$ cat src/rtl/ibuf_write_packer.sv
// Write-port feeder for the shared input-buffer RAM: turns a 256-bit beat stream into
// tagged buffer writes, widening 8-bit beats into two 16-bit-lane words.
module ibuf_write_packer #(
  parameter int MEM_DATA_WIDTH = 256,
  parameter int TAG_W          = 1,
  parameter int WR_ADDR_W      = 14,
  parameter int CNT_W          = 16
) (
  input  logic                          clk,
  input  logic                          reset,
  input  logic                          cfg_start,
  input  logic [TAG_W-1:0]              cfg_tag,
  input  logic [WR_ADDR_W-TAG_W-1:0]    cfg_base_addr,
  input  logic [CNT_W-1:0]              cfg_num_beats,
  input  logic                          cfg_mode_8bit,
  input  logic                          cfg_sign_ext,
  input  logic [MEM_DATA_WIDTH-1:0]     s_data,
  input  logic                          s_valid,
  output logic                          s_ready,
  output logic                          mem_write_req,
  output logic [WR_ADDR_W-1:0]          mem_write_addr,
  output logic [MEM_DATA_WIDTH-1:0]     mem_write_data,
  output logic                          busy,
  output logic                          done
);

  localparam int OFF_W  = WR_ADDR_W - TAG_W;
  localparam int HALF_W = MEM_DATA_WIDTH / 2;
  localparam int LANES  = MEM_DATA_WIDTH / 16;

  typedef enum logic [1:0] {
    ST_IDLE  = 2'd0,
    ST_RUN   = 2'd1,
    ST_SPLIT = 2'd2,
    ST_FIN   = 2'd3
  } state_t;

  state_t              state_r;
  logic [TAG_W-1:0]    tag_r;
  logic [OFF_W-1:0]    ptr_r;
  logic [CNT_W-1:0]    num_beats_r;
  logic [CNT_W-1:0]    cnt_r;
  logic                mode_8bit_r;
  logic                sign_ext_r;
  logic [HALF_W-1:0]   hold_r;
  logic [CNT_W-1:0]    cnt_next_s;

  // Widen one half-beat of bytes into 16-bit lanes (byte i -> lane i).
  function automatic logic [MEM_DATA_WIDTH-1:0] widen(input logic [HALF_W-1:0] bytes,
                                                      input logic sign_ext);
    logic [7:0] b;
    widen = '0;
    for (int i = 0; i < LANES; i++) begin
      b = bytes[i*8 +: 8];
      widen[i*16 +: 16] = {{8{sign_ext & b[7]}}, b};
    end
  endfunction

  assign cnt_next_s = cnt_r + CNT_W'(1);
  assign s_ready    = (state_r == ST_RUN);

  // Transfer FSM with registered write, busy and done outputs.
  always_ff @(posedge clk or negedge reset) begin
    if (!reset) begin
      state_r        <= ST_IDLE;
      tag_r          <= '0;
      ptr_r          <= '0;
      num_beats_r    <= '0;
      cnt_r          <= '0;
      mode_8bit_r    <= 1'b0;
      sign_ext_r     <= 1'b0;
      hold_r         <= '0;
      mem_write_req  <= 1'b0;
      mem_write_addr <= '0;
      mem_write_data <= '0;
      busy           <= 1'b0;
      done           <= 1'b0;
    end else begin
      mem_write_req <= 1'b0;
      case (state_r)
        ST_IDLE: begin
          if (cfg_start) begin
            tag_r       <= cfg_tag;
            ptr_r       <= cfg_base_addr;
            num_beats_r <= cfg_num_beats;
            mode_8bit_r <= cfg_mode_8bit;
            sign_ext_r  <= cfg_sign_ext;
            cnt_r       <= '0;
            if (cfg_num_beats == '0) begin
              state_r <= ST_FIN;
              done    <= 1'b1;
            end else begin
              state_r <= ST_RUN;
              busy    <= 1'b1;
            end
          end
        end
        ST_RUN: begin
          if (s_valid) begin
            mem_write_req  <= 1'b1;
            mem_write_addr <= {tag_r, ptr_r};
            ptr_r          <= ptr_r + OFF_W'(1);
            cnt_r          <= cnt_next_s;
            if (mode_8bit_r) begin
              mem_write_data <= widen(s_data[HALF_W-1:0], sign_ext_r);
              hold_r         <= s_data[MEM_DATA_WIDTH-1:HALF_W];
              state_r        <= ST_SPLIT;
            end else begin
              mem_write_data <= s_data;
              if (cnt_next_s == num_beats_r) begin
                state_r <= ST_FIN;
              end
            end
          end
        end
        ST_SPLIT: begin
          mem_write_req  <= 1'b1;
          mem_write_addr <= {tag_r, ptr_r};
          mem_write_data <= widen(hold_r, sign_ext_r);
          ptr_r          <= ptr_r + OFF_W'(1);
          state_r        <= (cnt_r == num_beats_r) ? ST_FIN : ST_RUN;
        end
        ST_FIN: begin
          // First FIN cycle carries the final write; the done pulse follows it.
          if (!done) begin
            done <= 1'b1;
            busy <= 1'b0;
          end else begin
            done    <= 1'b0;
            state_r <= ST_IDLE;
          end
        end
        default: begin
          state_r <= ST_IDLE;
          busy    <= 1'b0;
          done    <= 1'b0;
        end
      endcase
    end
  end

endmodule

$ cat config.mk
export PLATFORM = sky130hd
export DESIGN_NAME = ibuf_write_packer
export DESIGN_NICKNAME = d
export VERILOG_FILES = /design/src/rtl/ibuf_write_packer.sv
export SDC_FILE = /design/constraint.sdc
export NUM_CORES = 1
export LEC_CHECK = 0
export BUFFER_PORTS_ARGS = -buffer_cell sky130_fd_sc_hd__buf_4
export CAP_MARGIN = 20
export CELL_PAD_IN_SITES_DETAIL_PLACEMENT = 0
export CELL_PAD_IN_SITES_GLOBAL_PLACEMENT = 2
export CORE_UTILIZATION = 36
export CTS_BUF_LIST = sky130_fd_sc_hd__clkbuf_4 sky130_fd_sc_hd__clkbuf_8
export DETAILED_ROUTE_END_ITERATION = 8
export PLACE_DENSITY = 0.85
export SLEW_MARGIN = 25
export SYNTH_ARGS = -nofsm -noshare
export SYNTH_HDL_FRONTEND = slang
export SYNTH_SLANG_ARGS = --single-unit
export TNS_END_PERCENT = 5
$ cat constraint.sdc
create_clock -name clk -period 3.7 [get_ports clk]
set_input_delay 0.74 -clock clk [delete_from_list [all_inputs] [get_ports clk]]
set_output_delay 0.74 -clock clk [all_outputs]
set_load 0.01 [all_outputs]
==> qor_table.md, run 1 <==
| Metric | Value | Unit |
|:---|:---|:---|
| Floorplan core area | 58100 | µm² |
| Number of cells upsized or downsized after cts | 0 | - |
| Critical path data arrival time | 3.61 | ns |
| VDD IR-drop max | 0.361 | mV |
| Fin util | 48.7 | % |
| Slowest stage cell on the critical path | a21oi_1 | - |
| Transition at the pin with the smallest max-transition slack | 0.865 | ns |
| I/O pin count | 566 | - |
| Non-filler instance count after layout | 3541 | - |
| Post-DP HPWL | 65300 | µm |
| Leading cell types by total area after synthesis | dfrtp_1 (53%), o21ai_0 (7.7%), mux2i_1 (6.1%) | - |
| Clock transition at the register clock pins on the worst setup and hold paths after CTS | 0.06 | ns |
| Number of flip-flops and latches in the synthesized netlist | 451 | - |
| Sequential element share of the synthesized area | 52.9 | % |
| Switching Share | 40.4 | % |
| Cell type with the highest aggregate area in the netlist | dfrtp_1 | - |
| Delay of the slowest critical-path stage | 0.67 | ns |
| Initial detailed-routing violation count | 1333 | - |
| Number of buffers created by CTS | 81 | - |
| Detailed-router iteration count before antenna repair | 5 | - |
| Sequential cell fraction of total power | 34.4 | % |
| Max clock buf depth | 3 | - |
| Number of nets produced by synthesis | 2461 | - |
| Wire length reported by the detailed router | 85900 | µm |
| Dpl cell area | 26500 | µm² |
| Worst path bufs/invs | 2 | - |
| Worst-case clock skew | 0.0314 | ns |
| Horizontal extent of the die | 246 | µm |
| Number of global-route vias before repair | 18500 | - |
| TritonCTS clock tree | built | - |
| Setup tns final | 0 | ns |
| Sink count of the clock tree | 451 | - |
| Area enclosed by the die boundary | 60300 | µm² |
| Largest net degree at the start of global routing | 128 | - |
| Root buf cell | clkbuf_8 | - |
| Critical path capture point type | flop | - |
| Final Hold Viols | 0 | - |
| Family with the most delay on the worst path | compound AO/OA/AOI/OAI gates | - |
| Remaining global-route overflow | 0 | - |
| Top FF cell, synth | dfrtp_1 | - |
| Area fraction of the dominant cell type after synthesis | 52.9 | % |
| Max capacitance violation total | 0 | - |
| Count of buffers from port buffering | 565 | - |
| Hold buffer count at cts | 0 | - |
| Max-slew violation count | 0 | - |
| Startpoint class of the critical path | flop | - |
| Avg WL per Cell | 24.3 | µm |
| Number of placement rows | 88 | - |
| Share of cells above drive strength 1 | 32.2 | % |
| Placed Cells incl. Taps | 3387 | - |
| Setup repair after global routing missed its margin | no | - |
| DRC Markers | 0 | - |
| Power density relative to cell area | 926 | nW/µm² |
| Worst-path fanout max | 55 | - |
| Number of nets in the final layout | 3003 | - |
| Global routing usage summed across all routing layers | 27.9 | % |
| Cells along the critical path | inv_1, ha_1, nand2_1, o21a_4, buf_12, a21oi_1, a22o_1 | - |
| Design internal power | 0.0156 | W |
| Static Leak | 14.0 | nW |
| Remaining antenna violation count after routing | 0 | - |
| Antenna violations before repair | 6 | - |
| Path class of the lowest-slack min-delay path | input pin to asynchronous set/reset pin | - |
| Critical Setup Path Class | flop to flop | - |
| Data required time at the worst endpoint | 4.28 | ns |
| Clock Power Share | 20.2 | % |
| Count of vias placed by the detailed router | 18800 | - |
| Initial Util | 36.7 | % |
| Worst-Skew Late Latency | 0.66 | ns |
| Area growth, synth to finish | 32.6 | % |
| Synthesized instance count | 2163 | - |
| Max transition margin | 42.3 | % |
| Post-Syn Area | 21400 | µm² |
| Vertical die dimension | 246 | µm |
| Post-synthesis average cell area | 9.87 | µm² |
| Count of endpoints failing setup in the final report | 0 | - |
| Period minus WS final | 3.03 | ns |
| Final cell area excluding filler cells | 28300 | µm² |
| Async S/R FF share, synth | 100 | % |
| CTS H-tree depth | 3 | - |
| Filler cell count in the final layout | 5568 | - |
| Setup Buffers After CTS | 0 | - |
| Switching Power | 0.0106 | W |
| Period Utilization, post-route | 81.9 | % |
| Worst hold margin | 0.138 | ns |
| Share of total power in combinational logic | 45.4 | % |
| Status | completed | - |
| Wire length of the first global-routing pass | 124000 | µm |
| Ys Warns | 0 | - |
| Distinct cell type count of the synthesized netlist | 64 | - |
| Number of vias per cell | 5.31 | - |
| Max frequency | 0.330 | GHz |
| Post-synth EDFFs | 0 | - |
| Final Wtd Congestion | 0.935 | - |
==> metal layers <==
metal	global-route usage (%)	share of wire, %	up-vias
met5	0	0	-
met4	9.90	3.1	0
met3	6.45	7.1	135
met2	44.9	48	715
met1	36.7	42	9273
li1	-	-	8669
==> power by group through the flow <==
stage          combinational [W]  clock [W]  sequential, W
2_1_floorplan            0.00633          0        0.00908
3_3_place_gp              0.0117          0        0.00905
3_5_place_dp              0.0119          0        0.00908
4_1_cts                   0.0120    0.00541        0.00904
5_1_grt                   0.0130    0.00561        0.00928
6_report                  0.0119    0.00530        0.00903
==> Yosys cell counts, drive strengths merged, types with 5 or more instances <==
cell	number
o21ai	329
dfrtp	451
a221oi	16
clkbuf	119
o22ai	12
o31ai	5
a21oi	189
nor4	7
a22o	113
nand4	7
xor2	11
inv	120
and3	15
nand3	16
mux2	108
nor2	148
ha	6
a31oi	6
nand2	260
buf	35
mux2i	131
xnor2	13
==> layout make-up <==
| type | count | area [µm²] | share of cell area [%] |
|---|---|---|---|
| antenna | 10 | 25.0 | 0.0884 |
| tap | 765 | 957 | 3.38 |
| multi-input combinational | 1437 | 9010 | 31.8 |
| clock inverter | 14 | 176 | 0.623 |
| inverter | 121 | 454 | 1.60 |
| clock buffer | 130 | 1650 | 5.81 |
| timing repair buffer | 613 | 4750 | 16.8 |
| sequential | 451 | 11300 | 39.9 |
==> kinds of logic (layout without fill, tap and decap cells) <==
| kind of cell | Yosys count | count (layout) | share of synthesized area, % |
|---|---|---|---|
| simple gates | 479 | 479 | 9.67 |
| xor+xnor | 24 | 24 | 1.11 |
| buf+inv | 275 | 878 | 5.16 |
| other cells | 0 | 10 | 0 |
| fa+ha+maj | 6 | 6 | 0.352 |
| mux | 239 | 239 | 11.9 |
| flops | 451 | 451 | 52.9 |
| compound gates | 689 | 689 | 19.0 |
==> cell usage in the layout (no fill, tap or decap), drive strengths merged, types with 4 or more instances in the layout <==
cell type / netlist / final
buf: 35 / 613
dfrtp: 451 / 451
o21ai: 329 / 329
nand2: 260 / 260
a21oi: 189 / 189
nor2: 148 / 148
mux2i: 131 / 131
clkbuf: 119 / 130
inv: 120 / 121
a22o: 113 / 113
mux2: 108 / 108
a221oi: 16 / 16
nand3: 16 / 16
and3: 15 / 15
xnor2: 13 / 13
o22ai: 12 / 12
xor2: 11 / 11
diode: 0 / 10
clkinv: 1 / 9
nor4: 7 / 7
nand4: 7 / 7
a31oi: 6 / 6
ha: 6 / 6
o31ai: 5 / 5
nor3: 4 / 4
nand2b: 4 / 4
bufinv: 0 / 4
==> path summary, 6_finish.rpt <==
path | slack, ns | from | cells after the start | to
max | 0.67 | state_r[1] | 7 | mem_write_data[249]
min | 0.14 | reset | 1 | num_beats_r[5]
max reg2reg | 0.67 | state_r[1] | 7 | mem_write_data[249]
min reg2reg | 0.47 | mem_write_addr[10] | 2 | mem_write_addr[10]
max in group asynchronous | 2.58 | reset | 2 | ptr_r[9]
min in group clk | 0.32 | cfg_mode_8bit | 2 | mode_8bit_r
==> registers in the layout, summed over array words and instances, names as in the netlist, 2 cells and up <==
name / flops
num_beats_r: 16
mem_write_addr: 14
mem_write_data: 256
cnt_r: 16
state_r: 2
ptr_r: 13
hold_r: 128
==> metrics by stage <==
step	setup slack [ns]	total power, W
after detailed placement	0.760	0.0210
final	0.669	0.0262
after global placement	0.919	0.0208
after CTS	0.754	0.0264
after floorplan	1.45	0.0154
after global routing	0.460	0.0278
Power figures use the tool's default switching activity.
==> run 2, diff against run 1 <==
--- a/config.mk
+++ b/config.mk
@@ -5,14 +5,15 @@
 export SDC_FILE = /design/constraint.sdc
 export NUM_CORES = 1
 export LEC_CHECK = 0
+export ABC_AREA = 1
 export BUFFER_PORTS_ARGS = -buffer_cell sky130_fd_sc_hd__buf_4
 export CAP_MARGIN = 20
 export CELL_PAD_IN_SITES_DETAIL_PLACEMENT = 0
 export CELL_PAD_IN_SITES_GLOBAL_PLACEMENT = 2
-export CORE_UTILIZATION = 36
+export CORE_UTILIZATION = 31
 export CTS_BUF_LIST = sky130_fd_sc_hd__clkbuf_4 sky130_fd_sc_hd__clkbuf_8
 export DETAILED_ROUTE_END_ITERATION = 8
-export PLACE_DENSITY = 0.85
+export PLACE_DENSITY = 0.79
 export SLEW_MARGIN = 25
 export SYNTH_ARGS = -nofsm -noshare
 export SYNTH_HDL_FRONTEND = slang
==> constraint.sdc (replaced) <==
create_clock -name clk -period 3.1 [get_ports clk]
set_input_delay 0.62 -clock clk [delete_from_list [all_inputs] [get_ports clk]]
set_output_delay 0.62 -clock clk [all_outputs]
set_load 0.01 [all_outputs]
==> qor_table.md, run 2 <==
| Metric | Value | Unit | vs previous |
|:---|:---|:---|:---|
| Post-synth EDFFs | 0 | - | unchanged |
| Count of buffers from port buffering | 565 | - | unchanged |
| Cell type with the highest aggregate area in the netlist | dfrtp_1 | - | unchanged |
| Area fraction of the dominant cell type after synthesis | 52.0 | % | was 52.9% |
| Area growth, synth to finish | 33.0 | % | was 32.6% |
| Largest net degree at the start of global routing | 157 | - | was 128 |
| Final Wtd Congestion | 0.878 | - | was 0.935 |
| Transition at the pin with the smallest max-transition slack | 0.885 | ns | was 0.865 ns |
| Static Leak | 14.1 | nW | was 14.0 nW |
| Power, Total | 0.0321 | W | was 0.0262 W |
| Max frequency | 0.399 | GHz | was 0.330 GHz |
| Number of nets produced by synthesis | 2978 | - | was 2461 |
| Filler cell count in the final layout | 7172 | - | was 5568 |
| Post-DP HPWL | 73000 | µm | was 65300 µm |
| Max transition margin | 41.0 | % | was 42.3% |
| Clock transition at the register clock pins on the worst setup and hold paths after CTS | 0.07 | ns | was 0.06 ns |
| Leading cell types by total area after synthesis | dfrtp_1 (52%), nand2_1 (12%), o21ai_0 (7.8%) | - | was dfrtp_1 (53%), o21ai_0 (7.7%), mux2i_1 (6.1%) |
| Async S/R FF share, synth | 100 | % | unchanged |
| Root buf cell | clkbuf_8 | - | unchanged |
| Period minus WS final | 2.51 | ns | was 3.03 ns |
| Floorplan core area | 68900 | µm² | was 58100 µm² |
| Critical path data arrival time | 3.02 | ns | was 3.61 ns |
| Sequential element share of the synthesized area | 52.0 | % | was 52.9% |
| Share of cells above drive strength 1 | 26.0 | % | was 32.2% |
| Setup repair after global routing missed its margin | no | - | unchanged |
| Biggest registers after layout | mem_write_data x256, hold_r x128 | - | unchanged |
| Horizontal extent of the die | 267 | µm | was 246 µm |
| Remaining global-route overflow | 0 | - | unchanged |
| Max capacitance violation total | 0 | - | unchanged |
| Post-Syn Area | 21700 | µm² | was 21400 µm² |
| Detailed-router iteration count before antenna repair | 5 | - | unchanged |
| Most instantiated cells after synthesis | nand2_1 (709), dfrtp_1 (451), o21ai_0 (339), a21oi_1 (317), nor2_1 (295) | - | was dfrtp_1 (451), o21ai_0 (329), nand2_1 (260), a21oi_1 (189), nor2_1 (148) |
| Data required time at the worst endpoint | 3.61 | ns | was 4.28 ns |
| Worst-case clock skew | 0.0337 | ns | was 0.0314 ns |
| Vertical die dimension | 267 | µm | was 246 µm |
| Period Utilization, post-route | 80.9 | % | was 81.9% |
| Flip-flop count of the largest register after layout | 256 | - | unchanged |
| Number of vias per cell | 4.98 | - | was 5.31 |
| Count of vias placed by the detailed router | 21000 | - | was 18800 |
| Critical path capture point type | flop | - | unchanged |
| Critical Setup Path Class | flop to flop | - | unchanged |
| Final Hold Viols | 0 | - | unchanged |
| Number of placement rows | 96 | - | was 88 |
| Max clock buf depth | 3 | - | unchanged |
| Worst Slack Setup Final | 0.592 | ns | was 0.669 ns |
| Delay of the slowest critical-path stage | 0.58 | ns | was 0.67 ns |
| Count of endpoints failing setup in the final report | 0 | - | unchanged |
| Area used by multi-input combinational logic | 9130 | µm² | was 9010 µm² |
| Sink count of the clock tree | 451 | - | unchanged |
| Synthesized instance count | 2680 | - | was 2163 |
| Worst path bufs/invs | 3 | - | was 2 |
| Number of cells upsized or downsized after cts | 0 | - | unchanged |
| Remaining antenna violation count after routing | 0 | - | unchanged |
| Power density relative to cell area | 1110 | nW/µm² | was 926 nW/µm² |
| Status | completed | - | unchanged |
| DRC Markers | 0 | - | unchanged |
| Initial detailed-routing violation count | 1545 | - | was 1333 |
| Slowest stage cell on the critical path | buf_4 | - | was a21oi_1 |
| Cells along the critical path | inv_1, ha_4, buf_12, buf_4, nor3_1, a21oi_1, o21ai_0 | - | was inv_1, ha_1, nand2_1, o21a_4, buf_12, a21oi_1, a22o_1 |
| Most common cell after layout, fill and taps aside | nand2_1 | - | was buf_4 |
| Register with the most flip-flops | mem_write_data | - | unchanged |
| Area enclosed by the die boundary | 71100 | µm² | was 60300 µm² |
| Ys Warns | 0 | - | unchanged |
| Wire length reported by the detailed router | 97700 | µm | was 85900 µm |
| Commonest cells after routing, fill and taps aside | nand2_1 (708), buf_4 (594), dfrtp_1 (449), o21ai_0 (339), a21oi_1 (317) | - | was buf_4 (601), dfrtp_1 (450), o21ai_0 (327), nand2_1 (260), a21oi_1 (189) |
| Post-synthesis average cell area | 8.10 | µm² | was 9.87 µm² |
| Top FF cell, synth | dfrtp_1 | - | unchanged |
| Setup tns final | 0 | ns | unchanged |
| Global routing usage summed across all routing layers | 27.1 | % | was 27.9% |
| Wire length of the first global-routing pass | 142000 | µm | was 124000 µm |
| CTS H-tree depth | 3 | - | unchanged |
| Leading cell type by number of instances after synthesis | nand2_1 | - | was dfrtp_1 |
| Path class of the lowest-slack min-delay path | input pin to flop | - | was input pin to asynchronous set/reset pin |
| Worst-Skew Late Latency | 0.67 | ns | was 0.66 ns |
| Number of buffers created by CTS | 84 | - | was 81 |
| Number of global-route vias before repair | 21100 | - | was 18500 |
| Worst-case setup slack after placement | 0.675 | ns | was 0.760 ns |
| Number of nets in the final layout | 3509 | - | was 3003 |
| Number of flip-flops and latches in the synthesized netlist | 451 | - | unchanged |
| Area taken by flip-flops and latches | 11300 | µm² | about the same |
| Antenna violations before repair | 23 | - | was 6 |
| VDD IR-drop max | 0.600 | mV | was 0.361 mV |
| I/O pin count | 566 | - | unchanged |
| Initial Util | 31.5 | % | was 36.7% |
| Max-slew violation count | 0 | - | unchanged |
| Family with the most delay on the worst path | buffers and inverters | - | was compound AO/OA/AOI/OAI gates |
| Avg WL per Cell | 23.2 | µm | was 24.3 µm |
| Startpoint class of the critical path | flop | - | unchanged |
| Worst-path fanout max | 118 | - | was 55 |
| Distinct cell type count of the synthesized netlist | 35 | - | was 64 |
| TritonCTS clock tree | built | - | unchanged |
[run 2: changes by cell type after synthesis, sizes merged, moves of 16 or more]
cell | previous run | this run
buf | 35 | 63
nor3 | 4 | 45
nand2 | 260 | 709
a22o | 113 | 0
a221oi | 16 | 0
a31oi | 6 | 23
mux2 | 108 | 56
inv | 120 | 160
mux2i | 131 | 0
nor2 | 148 | 299
a21oi | 189 | 317
clkbuf | 119 | 103
[run 2: cell families after synthesis]
family                   Yosys count  share of synthesized area (%)
flip-flops                       451                           52.0
adder cells (fa/ha/maj)            6                          0.346
XOR/XNOR                          17                          0.686
buffers and inverters            328                           6.06
multiplexers                      56                           2.90
AND/OR/NAND/NOR                 1102                           19.9
AO/OA/AOI/OAI                    720                           18.2
[run 2: final timing paths]
path                                     from            endpoint  slack [ns]  cells past startpoint
max                                state_r[0]  mem_write_data[48]        0.59                      7
min                               s_data[229]         hold_r[101]        0.20                      2
max reg2reg                        state_r[0]  mem_write_data[48]        0.59                      7
min reg2reg                mem_write_addr[13]  mem_write_addr[13]        0.47                      2
max in group asynchronous               reset          hold_r[16]        1.71                      3
min in group asynchronous               reset      num_beats_r[5]        0.48                      2
[run 2: routing by layer]
metal  part of all wire (%)  global-route usage, %  wire [µm]
met5                   0.21                      0        204
met3                    7.9                   8.05       7760
met2                     48                   45.4      46900
met1                     41                   33.0      39700
met4                    3.3                   9.55       3180
[run 2: cell type report]
type / count / share of cell area [%]
Sequential cell: 451 / 39.1
Multi-Input combinational cell: 1901 / 31.6
Timing Repair Buffer: 611 / 16.6
Clock buffer: 135 / 5.72
Tap cell: 931 / 4.03
Inverter: 162 / 2.17
Clock inverter: 19 / 0.745
Antenna cell: 6 / 0.0520
[run 2: stage by stage]
step	area (µm²)	instances	hold WS (ns)	utilization [%]
finish	28900	4216	0.196	41.9
global route	28900	4213	0.171	41.9
CTS	28900	4210	0.136	41.9
detailed placement	27000	4055	0.461	39.1
global placement	27000	4055	0.460	39.1
floorplan	21700	2680	0.324	-
[run 2: timing repair]
action,CTS,global route
setup buffers,0,0
hold buffers,1,0
hold endpoints to repair,40,0
[run 2: report_power, final]
group	switching (W)	leakage (nW)	internal, W
sequential	0.00218	5.43	0.00879
clock	0.00274	0.988	0.00372
combinational	0.00884	7.69	0.00579
